===== src/rtl/denise_sprite_sequencer.sv =====
// rtl/denise_sprite_sequencer.sv - sprite register write decode, shift strobe and pixel priority for Denise.
// Optional macro SPR_SHRES_EN enables the super-hires (shift every clk) sprite resolution.
module denise_sprite_sequencer #(
  parameter logic [7:0] SPR_BASE = 8'hA0,
  parameter int         NSPR     = 8
) (
  input  logic        clk,
  input  logic        reset,
  input  logic        clk7_en,
  input  logic        reg_wr,
  input  logic [7:0]  reg_addr,
  input  logic [15:0] data_in,
  input  logic [1:0]  spres,
  input  logic        spr_en,
  input  logic [15:0] sprdata,
  input  logic [7:0]  attach,
  output logic [7:0]  spr_aen,
  output logic [1:0]  spr_address,
  output logic [15:0] spr_data,
  output logic        shift,
  output logic        pix_valid,
  output logic [2:0]  pix_num,
  output logic [3:0]  pix_color
);

  typedef enum logic [1:0] {
    RES_LO  = 2'd0,
    RES_HI  = 2'd1,
    RES_SHI = 2'd2
  } res_t;

  logic [1:0] phase;
  res_t       mode_q;
  res_t       mode_req;
  res_t       mode_cur;
  logic       shift_next;
  logic       hit;

  // Register write decode: outputs change only on clk7_en so they stay put for a full clk7 period.
  assign hit = reg_wr && (reg_addr[7:5] == SPR_BASE[7:5]);

  always_ff @(posedge clk) begin
    if (reset) begin
      spr_aen     <= 8'd0;
      spr_address <= 2'd0;
      spr_data    <= 16'd0;
    end else if (clk7_en) begin
      if (hit) begin
        spr_aen     <= 8'd1 << reg_addr[4:2];
        spr_address <= reg_addr[1:0];
        spr_data    <= data_in;
      end else begin
        spr_aen <= 8'd0;
      end
    end
  end

  always_ff @(posedge clk) begin
    if (reset || clk7_en) begin
      phase <= 2'd0;
    end else begin
      phase <= phase + 2'd1;
    end
  end

  always_comb begin
    mode_req = RES_LO;
    case (spres)
      2'b10:   mode_req = RES_HI;
`ifdef SPR_SHRES_EN
      2'b11:   mode_req = RES_SHI;
`else
      2'b11:   mode_req = RES_HI;
`endif
      default: mode_req = RES_LO;
    endcase
  end

  // Resolution is only re-sampled at phase 0 so a lores group is never split.
  assign mode_cur = (phase == 2'd0) ? mode_req : mode_q;

  always_comb begin
    shift_next = 1'b0;
    case (mode_cur)
      RES_LO:  shift_next = (phase == 2'd0);
      RES_HI:  shift_next = ~phase[0];
      RES_SHI: shift_next = 1'b1;
      default: shift_next = 1'b0;
    endcase
    shift_next = shift_next & spr_en;
  end

  always_ff @(posedge clk) begin
    if (reset) begin
      mode_q <= RES_LO;
      shift  <= 1'b0;
    end else begin
      mode_q <= mode_cur;
      shift  <= shift_next;
    end
  end

  logic       arb_valid;
  logic [2:0] arb_num;
  logic [3:0] arb_color;
  logic [1:0] d_e;
  logic [1:0] d_o;

  // Walk from the lowest-priority pair upward so pair 0 has the final say.
  always_comb begin
    arb_valid = 1'b0;
    arb_num   = 3'd0;
    arb_color = 4'd0;
    d_e       = 2'd0;
    d_o       = 2'd0;
    for (int p = NSPR / 2 - 1; p >= 0; p--) begin
      d_e = sprdata[4*p +: 2];
      d_o = sprdata[4*p+2 +: 2];
      if (attach[2*p+1]) begin
        if ({d_o, d_e} != 4'd0) begin
          arb_valid = 1'b1;
          arb_num   = 3'(2*p);
          arb_color = {d_o, d_e};
        end
      end else if (d_e != 2'd0) begin
        arb_valid = 1'b1;
        arb_num   = 3'(2*p);
        arb_color = {2'b00, d_e};
      end else if (d_o != 2'd0) begin
        arb_valid = 1'b1;
        arb_num   = 3'(2*p+1);
        arb_color = {2'b00, d_o};
      end
    end
  end

  always_ff @(posedge clk) begin
    if (reset || !spr_en || !arb_valid) begin
      pix_valid <= 1'b0;
      pix_num   <= 3'd0;
      pix_color <= 4'd0;
    end else begin
      pix_valid <= 1'b1;
      pix_num   <= arb_num;
      pix_color <= arb_color;
    end
  end

endmodule


===== config.mk =====
export PLATFORM = sky130hd
export DESIGN_NAME = denise_sprite_sequencer
export DESIGN_NICKNAME = d
export VERILOG_FILES = /design/src/rtl/denise_sprite_sequencer.sv
export SDC_FILE = /design/constraint.sdc
export NUM_CORES = 1
export LEC_CHECK = 0
export CAP_MARGIN = 20
export CORE_ASPECT_RATIO = 1.1
export CORE_MARGIN = 1
export CORE_UTILIZATION = 42
export CTS_BUF_LIST = sky130_fd_sc_hd__clkbuf_4 sky130_fd_sc_hd__clkbuf_8
export DETAILED_ROUTE_END_ITERATION = 7
export GPL_TIMING_DRIVEN = 0
export PLACE_DENSITY = 0.95
export SETUP_SLACK_MARGIN = 0.4
export SYNTH_ARGS = -nofsm -noshare
export SYNTH_HDL_FRONTEND = slang
export SYNTH_SLANG_ARGS = --single-unit
export TNS_END_PERCENT = 30

===== constraint.sdc =====
create_clock -name clk -period 4.55 [get_ports clk]
set_input_delay 0.455 -clock clk [delete_from_list [all_inputs] [get_ports clk]]
set_output_delay 0.455 -clock clk [all_outputs]
set_load 0.005 [all_outputs]

==> results.md, run 1 <==
* Outcome: finished clean
* Via-per-instance ratio at between 5 and 6
* Endpoint class of the critical path: register
* Hold Path Class: register to register
* Pwr dens at about 280 mW/mm2
* Worst slew margin at a little over three fifths
* RSZ-0062 raised after global routing: false
* DR WL met3 at about 250 um
* Setup tns final at 0 ps
* Iteration-0 DRC Markers at 88
* Area growth syn-to-layout at 63.4%
* Leak pwr at 0.933 nW
* Synth top area share at 48.9%
* Clock transition at the registers of the reported paths at around 70 ps
* Synth area leaders: dfxtp_1, nand2_1, a21oi_1
* Setup Skew at roughly 4.6 ps
* Sinks on Clock Net at 39
* Syn. warnings at 0
* Post-CTS resize count at 0
* Post-synth top cells: nand2_1, dfxtp_1, a21oi_1
* Initial antenna violation count at 0
* Pin count of the biggest net entering global routing at 13
* Yosys cell types at 32
* WL per Instance at 12.8 um
* Worst ir drop on vdd at between 0.15 and 0.2 mV
* Clk_lat worst skew at roughly 280 ps
* Initial Utilization at approximately 44%
* Yosys top cell by area: dfxtp_1
* Core area at approximately 0.0036 mm2
* Hold Fails Final Rpt at 0
* WP data arrival at ~2400 ps
* Post-DP HPWL at about 3200 um
* CTS H-tree lvls at 2
* Synth Register Bits at 39
* Worst setup margin at ~2400 ps
* Final-layout fill cell count at between 200 and 300
* Syn_area_per_cell at about 8.4 um2
* Pins Over Slew Limit at 0
* Mapped Area at between 0.0015 and 0.002 mm2
* DIE HEIGHT at 66.6 um
* CTS Buf Count at 5
* Area post-placement at between 0.002 and 0.0025 mm2
* Vias at about 1700
* Nets at ~340
* Total congestion overflow at 0
* Worst setup SP type: input port
* Required @ worst endpoint at roughly 4700 ps
* Total Wirelength at ~4200 um
* Antenna Cells at 0
* Share of cells above drive strength 1 at under 10%
* Post-synthesis cell count at 190
* Metal2 WL at roughly 2300 um
* Num rows at 23
* WL met1 at roughly 1600 um
* Pre-CTS setup slack at ~2100 ps
* Total track usage at roughly 22%
* CTS tree: built
* Most common cell in the netlist: nand2_1
* Final instance area at around 0.0026 mm2
* Final Wtd Congestion at between 0.8 and 0.9
* Fmax at roughly 460 MHz
* CTS Root Cell: clkbuf_8
* Uppermost layer routed: met4
* R2R setup slack at 3500 ps
* Io pins at 90
* DRC Markers at 0
* Asr flop ratio synth at 0%
* Cts hold-fix bufs at 0
* Fin crit share at a little under half
* Crit-path max FO at 6
* Worst slew pin tran at around 550 ps
* # setup viols final at 0
* Pre-antenna DRT Iters at 4
* Max Cap Viol at 0
* First-pass GRT wire length at ~6500 um
* Die outline width at roughly 61 um
* Die Area at 0.00405 mm2
* Longest Clk Path Bufs at 2
* Setup bufs post-CTS at 0
* Post-synthesis sequential area ratio at between 40% and 50%
* Port buffer count at 83
* Crit Path Category: input port to register
* Fin crit period at 2160 ps
* Number of flops mapped to enable cells by yosys at 0
* Vias in the first global route at about 1600
* Ys flop type: dfxtp_1
* Post-Synthesis Net Count at around 250
* DRT antenna net count at 0
cell usage in the layout, fill, tap and decap left out:
cell type | netlist | layout
a2111oi_0 | 1 | 1
a21o_1 | 2 | 2
a21oi_1 | 28 | 28
a222oi_1 | 2 | 2
a22oi_1 | 1 | 1
a31oi_1 | 1 | 1
a32o_1 | 6 | 6
and2_1 | 2 | 2
and4_1 | 1 | 1
buf_1 | 1 | 1
bufinv_16 | 0 | 1
clkbuf_1 | 5 | 5
clkbuf_8 | 0 | 6
clkdlybuf4s50_1 | 0 | 83
clkinv_2 | 0 | 1
dfxtp_1 | 39 | 39
ha_1 | 1 | 1
inv_1 | 5 | 5
mux2i_1 | 1 | 1
nand2_1 | 42 | 42
nand2b_1 | 1 | 1
nand3b_1 | 1 | 1
nand4_1 | 1 | 1
nor2_1 | 20 | 20
nor2b_1 | 2 | 2
nor3_1 | 4 | 4
nor3b_1 | 3 | 3
nor4_1 | 2 | 2
nor4bb_1 | 1 | 1
o211a_1 | 1 | 1
o21ai_0 | 6 | 6
o31ai_1 | 4 | 4
o41ai_4 | 1 | 1
or2_2 | 1 | 1
or4_1 | 2 | 2
or4_4 | 2 | 2
logic make-up after synthesis:
family,count (synthesis),share of synthesized area (%)
AOI/OAI and AO/OA,53,22.3
adders and majority gates,1,0.784
and+or+nand+nor,85,24.8
DFF,39,48.9
buffers and inverters,11,2.59
muxes,1,0.627
through the flow:
stage	total power, mW	hold slack, ps	util (%)	std cells
3_5_place_dp	0.453	440	68.6	323
5_1_grt	0.767	478	71.9	331
2_1_floorplan	0.388	433	-	190
4_1_cts	0.747	456	71.9	331
3_3_place_gp	0.452	436	68.6	323
6_report	0.740	454	71.9	331
registers in the layout (all words and copies together), names as in the netlist:
name / count
pix_color: 4
spr_data: 16
spr_aen: 8
mode_q: 2
phase: 2
pix_num: 3
pix_valid: 1
shift: 1
spr_address: 2
cell type report:
class	instances	area, um2	share of cell area [%]
clock buffers	6	82.6	3.17
clock inverters	2	35.0	1.34
repair buffers	83	831	31.9
flip-flops and latches	39	781	30.0
inverters	5	18.8	0.720
well taps	50	62.6	2.40
plain buffers	6	22.5	0.864
multi-input cells	140	773	29.7
worst max-delay path, cell delays in order:
cell and delay (ps):
clkdlybuf4s50_1 460, or4_1 630, o41ai_4 520, a21oi_1 110, a21o_1 170
report_power, final:
group / switching, mW / internal, mW
combinational: 0.0381 / 0.0585
sequential: 0.00289 / 0.347
clock: 0.116 / 0.177
total: 0.157 / 0.583
per-layer routing:
metal	vias up	track usage, %
met2	63	43.8
met5	-	0
li1	856	-
met1	776	19.9
met4	0	10.2
met3	4	5.05
worst paths after layout:
kind,from,to,cells after the start
worst max-delay path,sprdata[4],pix_color[1],5
worst min-delay path,spr_aen[5],spr_aen[5],2
worst max register to register,phase[0],mode_q[0],4
worst min register to register,spr_aen[5],spr_aen[5],2
No activity file was read; power rests on OpenSTA's default activity.
==> inputs of run 2 (changes only) <==
CORE_UTILIZATION = 35   (was 42)
PLACE_DENSITY = 0.86   (was 0.95)
clock period = 1.75 ns   (was 4.55 ns; I/O delays follow)
==> results.md, run 2 (same netlist as run 1, synthesis figures left out) <==
* Outcome: finished clean (unchanged)
* Total track usage at 17.6% (was 21.9%)
* CTS Buf Count at 5 (unchanged)
* Commonest cells after routing, fill and taps aside: clkdlybuf4s50_1, nand2_1, dfxtp_1 (unchanged)
* Num rows at 25 (was 23)
* Hold_sp: sprdata[1] (was spr_aen[5])
* Antenna Cells at 0 (unchanged)
* Pins Over Slew Limit at 0 (unchanged)
* Initial Utilization at 36.7% (was 44.0%)
* Max reg flops at 16 (unchanged)
* Worst flop-to-flop path endpoint: shift (was mode_q[0])
* R2R Path Start: phase[0] (unchanged)
* Clk_lat worst skew at 290 ps (was 280 ps)
* WHS at 206 ps (was 454 ps)
* Setup Skew at 4.33 ps (was 4.63 ps)
* Cell Count, Final, Fillers Out at 343 (was 331)
* First-pass GRT wire length at 6440 um (was 6490 um)
* Slowest cell on crit path: or4_4 (was or4_1)
* Top Registers: spr_data: 16 flops, spr_aen: 8 flops, pix_color: 4 flops (unchanged)
* Share of cells above drive strength 1 at 15.2% (was 4.27%)
* R2R setup slack at 720 ps (was 3500 ps)
* Cts hold-fix bufs at 0 (unchanged)
* Fin crit period at 1350 ps
* Die outline width at 66.4 um (was 60.8 um)
* Largest Register: spr_data (unchanged)
* Leak pwr at 1.00 nW (was 0.933 nW)
* Pin count of the biggest net entering global routing at 13 (unchanged)
* Nets at 344 (was 336)
* Total congestion overflow at 0 (unchanged)
* Area growth syn-to-layout at 66.0% (was 63.4%)
* Clock transition at the registers of the reported paths at 70 ps (about the same)
* WP data arrival at 1510 ps (was 2350 ps)
* Hold Fails Final Rpt at 0 (unchanged)
* Port buffer count at 83 (unchanged)
* Io pins at 90 (unchanged)
* Commonest non-fill, non-tap cell in the layout: clkdlybuf4s50_1 (unchanged)
* CTS tree: built (unchanged)
* Max Cap Viol at 0 (unchanged)
* WP buf/inv at 2 (was 1)
* Worst slew margin at 62.9% (was 63.2%)
* RSZ-0062 raised after global routing: true (was false)
* Worst slew pin tran at 555 ps (was 550 ps)
* Top delay family on crit path: simple AND/OR/NAND/NOR gates (was compound AO/OA/AOI/OAI gates)
* Worst ir drop on vdd at 0.274 mV (was 0.160 mV)
* WL per Instance at 12.4 um (was 12.8 um)
* Hold Crit Depth at 3 (was 2)
* Final-layout fill cell count at 409 (was 290)
* CTS Root Cell: clkbuf_8 (unchanged)
* Pre-antenna DRT Iters at 4 (unchanged)
* CTS H-tree lvls at 2 (unchanged)
* Hold Path Class: input port to register (was register to register)
* DRC Markers at 0 (unchanged)
* Pwr dens at 657 mW/mm2 (was 284 mW/mm2)
* Crit-path max cell delay at 550 ps (was 630 ps)
* DRT antenna net count at 0 (unchanged)
* Required @ worst endpoint at 1920 ps (was 4730 ps)
* Via-per-instance ratio at 5.03 (was 5.13)
* Core Util, Final at 60.9% (was 71.9%)
* Longest Clk Path Bufs at 2 (unchanged)
* Die Area at 0.00483 mm2 (was 0.00405 mm2)
* Iteration-0 DRC Markers at 81 (was 88)
* Sinks on Clock Net at 39 (unchanged)
* Fmax at between 700 and 800 MHz
* Setup tns final at 0 ps (unchanged)
* Crit-path max FO at 4 (was 6)
* Final Wtd Congestion at 0.809 (was 0.817)
* Worst setup SP type: input port (unchanged)
* Fin crit share at 76.9%
* Crit Path Category: input port to register (unchanged)
* Vias in the first global route at 1536 (was 1596)
* Cell chain of the critical path: buf_6 -> or4_4 -> o41ai_4 -> buf_4 -> a2111oi_1 (was clkdlybuf4s50_1 -> or4_1 -> o41ai_4 -> a21oi_1 -> a21o_1)
* Endpoint class of the critical path: register (unchanged)
* # setup viols final at 0 (unchanged)
* Vias at 1726 (was 1699)
* Post-DP HPWL at 3120 um (was 3210 um)
* Placed Cells at 327 (was 323)
* Core area at 0.00435 mm2 (was 0.00363 mm2)
* Overall power at 1.74 mW (was 740 uW)
* R2R depth at 4 (unchanged)
* Hold Path Sink: pix_num[0] (was spr_aen[5])
* Total Wirelength at 4270 um (was 4240 um)
* Initial antenna violation count at 0 (unchanged)
* DIE HEIGHT at 72.8 um (was 66.6 um)
run 2: cell types whose count changed in the layout (fill, tap and decap cells not counted), sizes merged, moves of 2 or more:
cell,delta
clkinv,+2
clkbuf,+4
clkdlybuf4s15,+2
buf,+16
clkdlybuf4s50,-17
run 2: power breakdown:
group	internal [mW]	leakage, nW	total (mW)	switching, mW
logic	0.149	0.638	0.256	0.107
clock network	0.272	0.0477	0.573	0.300
registers	0.903	0.316	0.911	0.00745
total	1.32	1.00	1.74	0.415
run 2: worst max path at each step:
| stage | startpoint | to | slack, ps | cells after the start |
|---|---|---|---|---|
| 2_1_floorplan | sprdata[3] | pix_color[0] | 250 | 4 |
| 3_3_place_gp | sprdata[3] | pix_color[1] | -370 | 5 |
| 3_5_place_dp | sprdata[3] | pix_color[1] | -410 | 5 |
| 4_1_cts | sprdata[4] | pix_num[0] | 400 | 5 |
| 5_1_grt | sprdata[10] | pix_num[0] | 380 | 5 |
| 6_report | sprdata[13] | pix_num[0] | 400 | 5 |
run 2: metrics by stage:
stage | instance area [um2] | setup slack (ps)
detailed placement | 2490 | -406
global placement | 2490 | -371
global route | 2650 | 378
floorplan | 1600 | 252
finish | 2650 | 404
CTS | 2600 | 397
run 2: area by class of cell:
type / instances / area (um2) / area share [%]
Timing Repair Buffer: 91 / 840 / 31.7
Multi-Input combinational cell: 140 / 818 / 30.9
Sequential cell: 39 / 781 / 29.5
Clock buffer: 5 / 68.8 / 2.60
Tap cell: 54 / 67.6 / 2.55
Buffer: 6 / 38.8 / 1.47
Inverter: 5 / 18.8 / 0.709
Clock inverter: 3 / 15.0 / 0.567
run 2: worst register-to-register path: cells and delay by family, from the launching register on:
family,cells,cell delay [ps]
adders and majority gates,1,250
DFF,1,380
AOI/OAI and AO/OA,2,240
buffers and inverters,1,60
run 2: timing repair:
action | 4_1_cts | 5_1_grt
gates cloned | 0 | 0
setup endpoints to repair | 30 | 24
setup buffers | 4 | 4
gates resized for setup | 53 | 23
pin swaps | 9 | 7
run 2: metal layers:
metal / share of wire (%) / up-vias / GRT usage [%]
li1: - / 872 / -
met1: 40 / 778 / 17.7
met2: 52 / 68 / 32.7
met3: 6.4 / 8 / 4.38
met4: 1.9 / 0 / 9.46
met5: 0 / - / 0
